$ cat config.mk
export PLATFORM = sky130hd
export DESIGN_NAME = tile_map_buffer_flat
export DESIGN_NICKNAME = d
export VERILOG_FILES = /design/src/rtl/tile_map_buffer_pkg.sv /design/src/rtl/tile_map_buffer_if.sv /design/src/rtl/tile_line_expander.sv /design/src/rtl/tile_map_buffer.sv /design/src/flat_wrapper.sv
export SDC_FILE = /design/constraint.sdc
export NUM_CORES = 1
export LEC_CHECK = 0
export ABC_AREA = 1
export CORE_AREA = 2 2 667 669
export CTS_CLUSTER_DIAMETER = 100
export DETAILED_ROUTE_END_ITERATION = 6
export DIE_AREA = 0 0 669 671
export GPL_ROUTABILITY_DRIVEN = 0
export SYNTH_ARGS = -nofsm -noshare
export SYNTH_HDL_FRONTEND = slang
export SYNTH_SLANG_ARGS = --single-unit
$ cat constraint.sdc
create_clock -name clk -period 4.2 [get_ports clk]
set_input_delay 1.26 -clock clk [delete_from_list [all_inputs] [get_ports clk]]
set_output_delay 1.26 -clock clk [all_outputs]
set_load 0.005 [all_outputs]
$ cat src/rtl/tile_map_buffer_pkg.sv
// Shared types and geometry helpers for the double-buffered tile-map store.
// Optional COPY_ON_SWAP_EN adds the COPY engine state used by the top level.
package tile_map_pkg;

    localparam int DEF_COLS    = 14;
    localparam int DEF_ROWS    = 8;
    localparam int DEF_TILE_W  = 120;
    localparam int DEF_TILE_H  = 60;
    localparam int DEF_PAD     = 8;
    localparam int DEF_COORD_W = 8;

    typedef enum logic [1:0] {
        ST_IDLE  = 2'd0,
        ST_CLEAR = 2'd1,
        ST_COPY  = 2'd2
    } state_t;

    function automatic int line_w(input int cols, input int tile_w, input int pad);
        return cols * tile_w + 2 * pad;
    endfunction

endpackage

$ cat src/rtl/tile_map_buffer_if.sv
// Tile-write handshake bundle: valid/ready request plus error pulse back.
// The master drives the request, the frame store is the slave.
interface tile_map_buffer_if #(
    parameter int COORD_W = 8
) ();

    logic               wr_valid;
    logic               wr_ready;
    logic [COORD_W-1:0] wr_x;
    logic [COORD_W-1:0] wr_y;
    logic               wr_data;
    logic               wr_err;

    modport master (
        output wr_valid, wr_x, wr_y, wr_data,
        input  wr_ready, wr_err
    );

    modport slave (
        input  wr_valid, wr_x, wr_y, wr_data,
        output wr_ready, wr_err
    );

endinterface

$ cat src/rtl/tile_line_expander.sv
// Combinational expansion of one tile-map word into a padded pixel line.
// Column 0 lands on the MSB side; pad pixels on both ends stay zero.
module tile_line_expander
    import tile_map_pkg::*;
#(
    parameter  int COLS   = DEF_COLS,
    parameter  int TILE_W = DEF_TILE_W,
    parameter  int PAD    = DEF_PAD,
    localparam int LINE_W = line_w(COLS, TILE_W, PAD)
) (
    input  logic [COLS-1:0]   i_word,
    output logic [LINE_W-1:0] o_line
);

    always_comb begin
        o_line = '0;
        for (int c = 0; c < COLS; c++) begin
            o_line[LINE_W-1-PAD-c*TILE_W -: TILE_W] = {TILE_W{i_word[c]}};
        end
    end

endmodule

$ cat src/rtl/tile_map_buffer.sv
// Double-buffered tile-map frame store with vsync-synchronised bank swap and clear engine.
// Define COPY_ON_SWAP_EN to refill the draw bank from the shown frame after each swap.
module tile_map_buffer
    import tile_map_pkg::*;
#(
    parameter  int COLS    = DEF_COLS,
    parameter  int ROWS    = DEF_ROWS,
    parameter  int TILE_W  = DEF_TILE_W,
    parameter  int TILE_H  = DEF_TILE_H,
    parameter  int PAD     = DEF_PAD,
    parameter  int COORD_W = DEF_COORD_W,
    localparam int LINE_W  = line_w(COLS, TILE_W, PAD)
) (
    input  logic              clk,
    input  logic              reset_n,
    tile_map_buffer_if.slave  wr_if,
    input  logic              clear_req,
    input  logic              clear_val,
    input  logic              swap_req,
    input  logic              vsync,
    output logic              swap_done,
    output logic              busy,
    output logic              disp_bank,
    input  logic [8:0]        row,
    output logic [LINE_W-1:0] line
);

    localparam int RW = (ROWS > 1) ? $clog2(ROWS) : 1;
    localparam int CW = (COLS > 1) ? $clog2(COLS) : 1;

    logic [COLS-1:0]   r_bank [2][ROWS];
    state_t            r_state;
    state_t            w_state_nxt;
    logic [RW-1:0]     r_cnt;
    logic [RW-1:0]     w_cnt_nxt;
    logic              r_disp;
    logic              r_pend;
    logic              r_ready;
    logic              r_err;
    logic              r_done;
    logic              r_clr_val;
    logic [LINE_W-1:0] r_line;

    logic              w_idle;
    logic              w_acc;
    logic              w_inr;
    logic              w_swap;
    logic              w_draw;
    logic              w_vis;
    logic [RW-1:0]     w_trow;
    logic [RW-1:0]     w_wy;
    logic [CW-1:0]     w_wx;
    logic [COLS-1:0]   w_word;
    logic [LINE_W-1:0] w_exp;

    assign w_idle = (r_state == ST_IDLE);
    assign w_acc  = wr_if.wr_valid && r_ready;
    assign w_inr  = (wr_if.wr_x < COORD_W'(COLS)) && (wr_if.wr_y < COORD_W'(ROWS));
    assign w_swap = vsync && (r_pend || swap_req) && w_idle;
    assign w_draw = ~r_disp;
    assign w_wx   = CW'(wr_if.wr_x);
    assign w_wy   = RW'(wr_if.wr_y);

    assign w_trow = RW'(row / 9'(TILE_H));
    assign w_vis  = 32'(row) < 32'(ROWS * TILE_H);
    assign w_word = r_bank[r_disp][w_trow];

    tile_line_expander #(
        .COLS   (COLS),
        .TILE_W (TILE_W),
        .PAD    (PAD)
    ) u_exp (
        .i_word (w_word),
        .o_line (w_exp)
    );

    always_ff @(posedge clk) begin
        if (!reset_n) begin
            r_state <= ST_IDLE;
            r_cnt   <= '0;
        end else begin
            r_state <= w_state_nxt;
            r_cnt   <= w_cnt_nxt;
        end
    end

    always_comb begin
        w_state_nxt = r_state;
        w_cnt_nxt   = r_cnt;
        unique case (r_state)
            ST_IDLE: begin
`ifdef COPY_ON_SWAP_EN
                if (w_swap) begin
                    w_state_nxt = ST_COPY;
                    w_cnt_nxt   = '0;
                end else
`endif
                if (clear_req) begin
                    w_state_nxt = ST_CLEAR;
                    w_cnt_nxt   = '0;
                end
            end
            ST_CLEAR, ST_COPY: begin
                if (r_cnt == RW'(ROWS - 1)) begin
                    w_state_nxt = ST_IDLE;
                end else begin
                    w_cnt_nxt = r_cnt + 1'b1;
                end
            end
            default: w_state_nxt = ST_IDLE;
        endcase
    end

    // A write accepted alongside clear_req lands now; the engine overwrites it later.
    always_ff @(posedge clk) begin
        if (!reset_n) begin
            for (int b = 0; b < 2; b++) begin
                for (int r = 0; r < ROWS; r++) begin
                    r_bank[b][r] <= '1;
                end
            end
        end else begin
            if (w_acc && w_inr) begin
                r_bank[w_draw][w_wy][w_wx] <= wr_if.wr_data;
            end
            if (r_state == ST_CLEAR) begin
                r_bank[w_draw][r_cnt] <= {COLS{r_clr_val}};
            end
`ifdef COPY_ON_SWAP_EN
            if (r_state == ST_COPY) begin
                r_bank[w_draw][r_cnt] <= r_bank[r_disp][r_cnt];
            end
`endif
        end
    end

    always_ff @(posedge clk) begin
        if (!reset_n) begin
            r_disp    <= 1'b0;
            r_pend    <= 1'b0;
            r_ready   <= 1'b0;
            r_err     <= 1'b0;
            r_done    <= 1'b0;
            r_clr_val <= 1'b0;
            r_line    <= '0;
        end else begin
            r_ready <= (w_state_nxt == ST_IDLE);
            r_err   <= w_acc && !w_inr;
            r_done  <= w_swap;
            r_pend  <= (r_pend || swap_req) && !w_swap;
            if (w_swap) begin
                r_disp <= ~r_disp;
            end
            if (w_idle && clear_req) begin
                r_clr_val <= clear_val;
            end
            r_line <= w_vis ? w_exp : '0;
        end
    end

    assign wr_if.wr_ready = r_ready;
    assign wr_if.wr_err   = r_err;
    assign swap_done      = r_done;
    assign busy           = !w_idle;
    assign disp_bank      = r_disp;
    assign line           = r_line;

endmodule

$ cat src/flat_wrapper.sv
// flat-port wrapper written by rule: the top's interface ports become plain ports
module tile_map_buffer_flat import tile_map_pkg::*;
#(
    parameter  int COLS    = DEF_COLS,
    parameter  int ROWS    = DEF_ROWS,
    parameter  int TILE_W  = DEF_TILE_W,
    parameter  int TILE_H  = DEF_TILE_H,
    parameter  int PAD     = DEF_PAD,
    parameter  int COORD_W = DEF_COORD_W,
    localparam int LINE_W  = line_w(COLS, TILE_W, PAD)
)
  (clk, reset_n, clear_req, clear_val, swap_req, vsync, swap_done, busy, disp_bank, row, line, wr_if_wr_valid, wr_if_wr_x, wr_if_wr_y, wr_if_wr_data, wr_if_wr_ready, wr_if_wr_err);
  tile_map_buffer_if #(.COORD_W(COORD_W)) wr_if_i ();
  input  logic clk;
  input  logic reset_n;
  input  logic clear_req;
  input  logic clear_val;
  input  logic swap_req;
  input  logic vsync;
  output logic swap_done;
  output logic busy;
  output logic disp_bank;
  input  logic [8:0] row;
  output logic [LINE_W-1:0] line;
  input wire logic [$bits(wr_if_i.wr_valid)-1:0] wr_if_wr_valid;
  input wire logic [$bits(wr_if_i.wr_x)-1:0] wr_if_wr_x;
  input wire logic [$bits(wr_if_i.wr_y)-1:0] wr_if_wr_y;
  input wire logic [$bits(wr_if_i.wr_data)-1:0] wr_if_wr_data;
  output wire logic [$bits(wr_if_i.wr_ready)-1:0] wr_if_wr_ready;
  output wire logic [$bits(wr_if_i.wr_err)-1:0] wr_if_wr_err;
  assign wr_if_i.wr_valid = wr_if_wr_valid;
  assign wr_if_i.wr_x = wr_if_wr_x;
  assign wr_if_i.wr_y = wr_if_wr_y;
  assign wr_if_i.wr_data = wr_if_wr_data;
  assign wr_if_wr_ready = wr_if_i.wr_ready;
  assign wr_if_wr_err = wr_if_i.wr_err;
  tile_map_buffer #(.COLS(COLS), .ROWS(ROWS), .TILE_W(TILE_W), .TILE_H(TILE_H), .PAD(PAD), .COORD_W(COORD_W)) u_core (.clk(clk), .reset_n(reset_n), .wr_if(wr_if_i), .clear_req(clear_req), .clear_val(clear_val), .swap_req(swap_req), .vsync(vsync), .swap_done(swap_done), .busy(busy), .disp_bank(disp_bank), .row(row), .line(line));
endmodule
==> results by group <==
CTS
  • Post-CTS setup buffer count: 0
  • Clock buffer depth: 3
  • CTS tree: done
  • H-tree levels: 1
  • Clk Latency, worst-skew pair: 0.58 ns
  • Root Driver: clkbuf_16
  • Clock-pin slew on the worst setup and hold paths: 0.06 ns
  • CTS Sinks: 250
  • CTS Buf Count: 30

Yosys
  • Top_reg_cell synth: edfxtp_1
  • Syn avg cell area: 7.70 um2
  • Synth cell types: 27
  • Top-count cell post-synth: buf_4
  • Ranking of synthesized cells by area: buf_4, edfxtp_1, nand3_1, nand2_1, mux2i_1
  • Asr flop ratio synth: 0%
  • Yosys reg bits: 250
  • Cell taking the most area after synthesis: buf_4
  • Yosys top cell area share: 46.1%
  • Register area share after synthesis: 26.1%
  • Ys Warns: 0
  • Post-Syn Area: 27,700 um2
  • Number of synthesized flops with an enable pin: 224
  • Cells after Synth: 3,600
  • Post-synth top cells: buf_4, nand2_1, nand3_1, edfxtp_1, nor2_1

Global route
  • Vias in the first global route: 19,000
  • Initial antenna violation count: 6
  • Grt total ovfl: 0
  • Gr usage total: 3.47%
  • Largest net degree at the start of global routing: 219
  • First-pass GRT wire length: 123,000 um

Layout
  • Filler cells: 51,100
  • Final Util: 9.60%
  • Final net count: 3,792
  • Share of layout cells above drive strength 1: 8.07%
  • Syn-to-layout area delta: 52.7%
  • Cell Count, Final, Fillers Out: 9,686
  • Design area: 42,300 um2

Detailed routing
  • Antenna Nets Post-Route: 0
  • DR WL/cell: 9.26 um
  • Initial DRC count: 1,694
  • Mean number of vias per cell: 2.23
  • WL final: 89,700 um
  • Drt pass-1 iters: 6
  • Total number of vias: 21,600
  • DRC viols: 0

Timing
  • Worst-margin pin slew: 1.10 ns
  • RSZ-0062 raised after global routing: false
  • Rel. slew slack: 26.7%
  • Setup Viol. Count Final: 0
  • Final Critical Period: 4.05 ns
  • Min Hold Slack: 0.502 ns
  • Max Clk Rate: 0.247 GHz
  • Final period util: 96.5%
  • Max-slew violations: 0
  • Post-Route Skew: 0.00945 ns
  • Count of final hold-check violations: 0

Setup path
  • Slowest-stage cell, CP: clkdlybuf4s50_1
  • Most frequent CP cell: nand2_1
  • Startpoint Class: primary input
  • Setup CP Type: in2reg
  • Max incr delay on CP: 0.51 ns
  • CP arrival: 4.38 ns
  • Critical-path cell list: clkdlybuf4s50_1, nand2_1, nor2_2, nor3_4, nand2_2, buf_12, o21ai_0, nor2_1, nand3_1, nor2_1, nand2_1, nor2_4, nand2_4, buf_4, nand2_1, buf_4
  • Setup crit end kind: register
  • Worst r2r path cells: 16
  • Required time worst endpoint: 4.52 ns
  • CP Max Fanout: 44

Die
  • I/O pin count: 1,734
  • Die area: 449,000 um2
  • Row cnt: 244
  • Die Y: 671 um
  • Core box area: 441,000 um2
  • Chip Width: 669 um
  • Initial Utilization: 6.29%

Place
  • Dpl hpwl: 64,300 um
  • I/O Buffers: 1,715
  • Placed cell area: 41,400 um2
  • Placed Cells: 9,626

Flow run
  • Max Cap Viol: 0

Power
  • Worst VDD drop: 0.275 mV
  • Total power: 12,600 uW
  • Power per standard cell area: 297 nW/um2
  • Pleak: 0.0134 uW

Min path
  • Hold Crit Depth: 2
  • Min-Delay Path Class: reg2reg

Run status
  • Outcome: finished clean
[worst paths after layout]
path	startpoint	to	slack, ns
max	wr_if_wr_x[3]	u_core.r_bank[1][70]	0.15
min	u_core.wr_if.wr_ready	u_core.wr_if.wr_err	0.50
max reg2reg	u_core.r_state[1]	u_core.r_bank[1][46]	1.10
min reg2reg	u_core.wr_if.wr_ready	u_core.wr_if.wr_err	0.50
[layer usage]
layer | GRT usage, % | wire length [um]
met2 | 6.25 | 43600
met4 | 0.750 | 1780
met3 | 0.465 | 8530
met1 | 4.35 | 35700
met5 | 0 | 0
[layout make-up]
| class | count | area [um2] | share of cell area (%) |
|---|---|---|---|
| timing repair buffer | 1949 | 19400 | 45.9 |
| tap | 5904 | 7390 | 17.4 |
| sequential | 250 | 7310 | 17.3 |
| multi-input combinational | 1449 | 6950 | 16.4 |
| clock buffer | 49 | 903 | 2.13 |
| inverter | 74 | 278 | 0.656 |
| clock inverter | 7 | 62.6 | 0.148 |
| antenna | 4 | 10.0 | 0.0236 |
[layout by cell type, fill, tap and decap left out, drive strengths merged]
master	n
a211oi	3
a21oi	25
buf	235
bufinv	1
clkbuf	49
clkdlybuf4s50	1714
clkinv	7
conb	16
dfxtp	26
diode	4
edfxtp	224
ha	5
inv	73
mux2i	98
nand2	577
nand3	437
nand4	18
nor2	143
nor3	5
o21ai	121
o21bai	1
[cells by family (layout without fill, tap and decap cells)]
group / count (synthesis) / after routing / synth area share (%)
buffers and inverters: 1916 / 2079 / 49.1
and+or+nand+nor: 1180 / 1180 / 18.2
DFF: 250 / 250 / 26.1
AOI/OAI and AO/OA: 150 / 150 / 2.76
muxes: 98 / 98 / 3.54
adders and majority gates: 5 / 5 / 0.226
other: 1 / 20 / 0.0135
[state kept, by name, indices dropped and copies added (netlist names), named ones only]
register               flops
u_core.disp_bank           1
u_core.r_pend              1
u_core.r_bank            224
u_core.wr_if.wr_ready      1
u_core.wr_if.wr_err        1
u_core.r_clr_val           1
u_core.line               14
u_core.r_state             2
u_core.r_cnt               3
u_core.swap_done           1
[stage by stage]
step,setup TNS (ns),setup slack [ns]
2_1_floorplan,0,0.365
3_3_place_gp,-211.89,-0.677
3_5_place_dp,-163.17,-0.543
4_1_cts,0,0.0501
5_1_grt,0,0.0130
6_report,0,0.148
[where the power goes]
group	internal (uW)	switching [uW]	total (uW)
Sequential	3020	294	3310
Clock	1520	1070	2590
Combinational	3980	2700	6680
Total	8520	4070	12600
[critical path: cells and delay by family]
family | cells | cell delay (ns)
simple gates | 11 | 1.42
compound gates | 1 | 0.40
buf+inv | 4 | 1.25
[timing repair]
| item | in CTS | in global routing |
|---|---|---|
| hold buffers | 0 | 0 |
| gates resized for setup | 0 | 3 |
| setup endpoints to repair | 0 | 378 |
(Power assumes the default switching activity.)
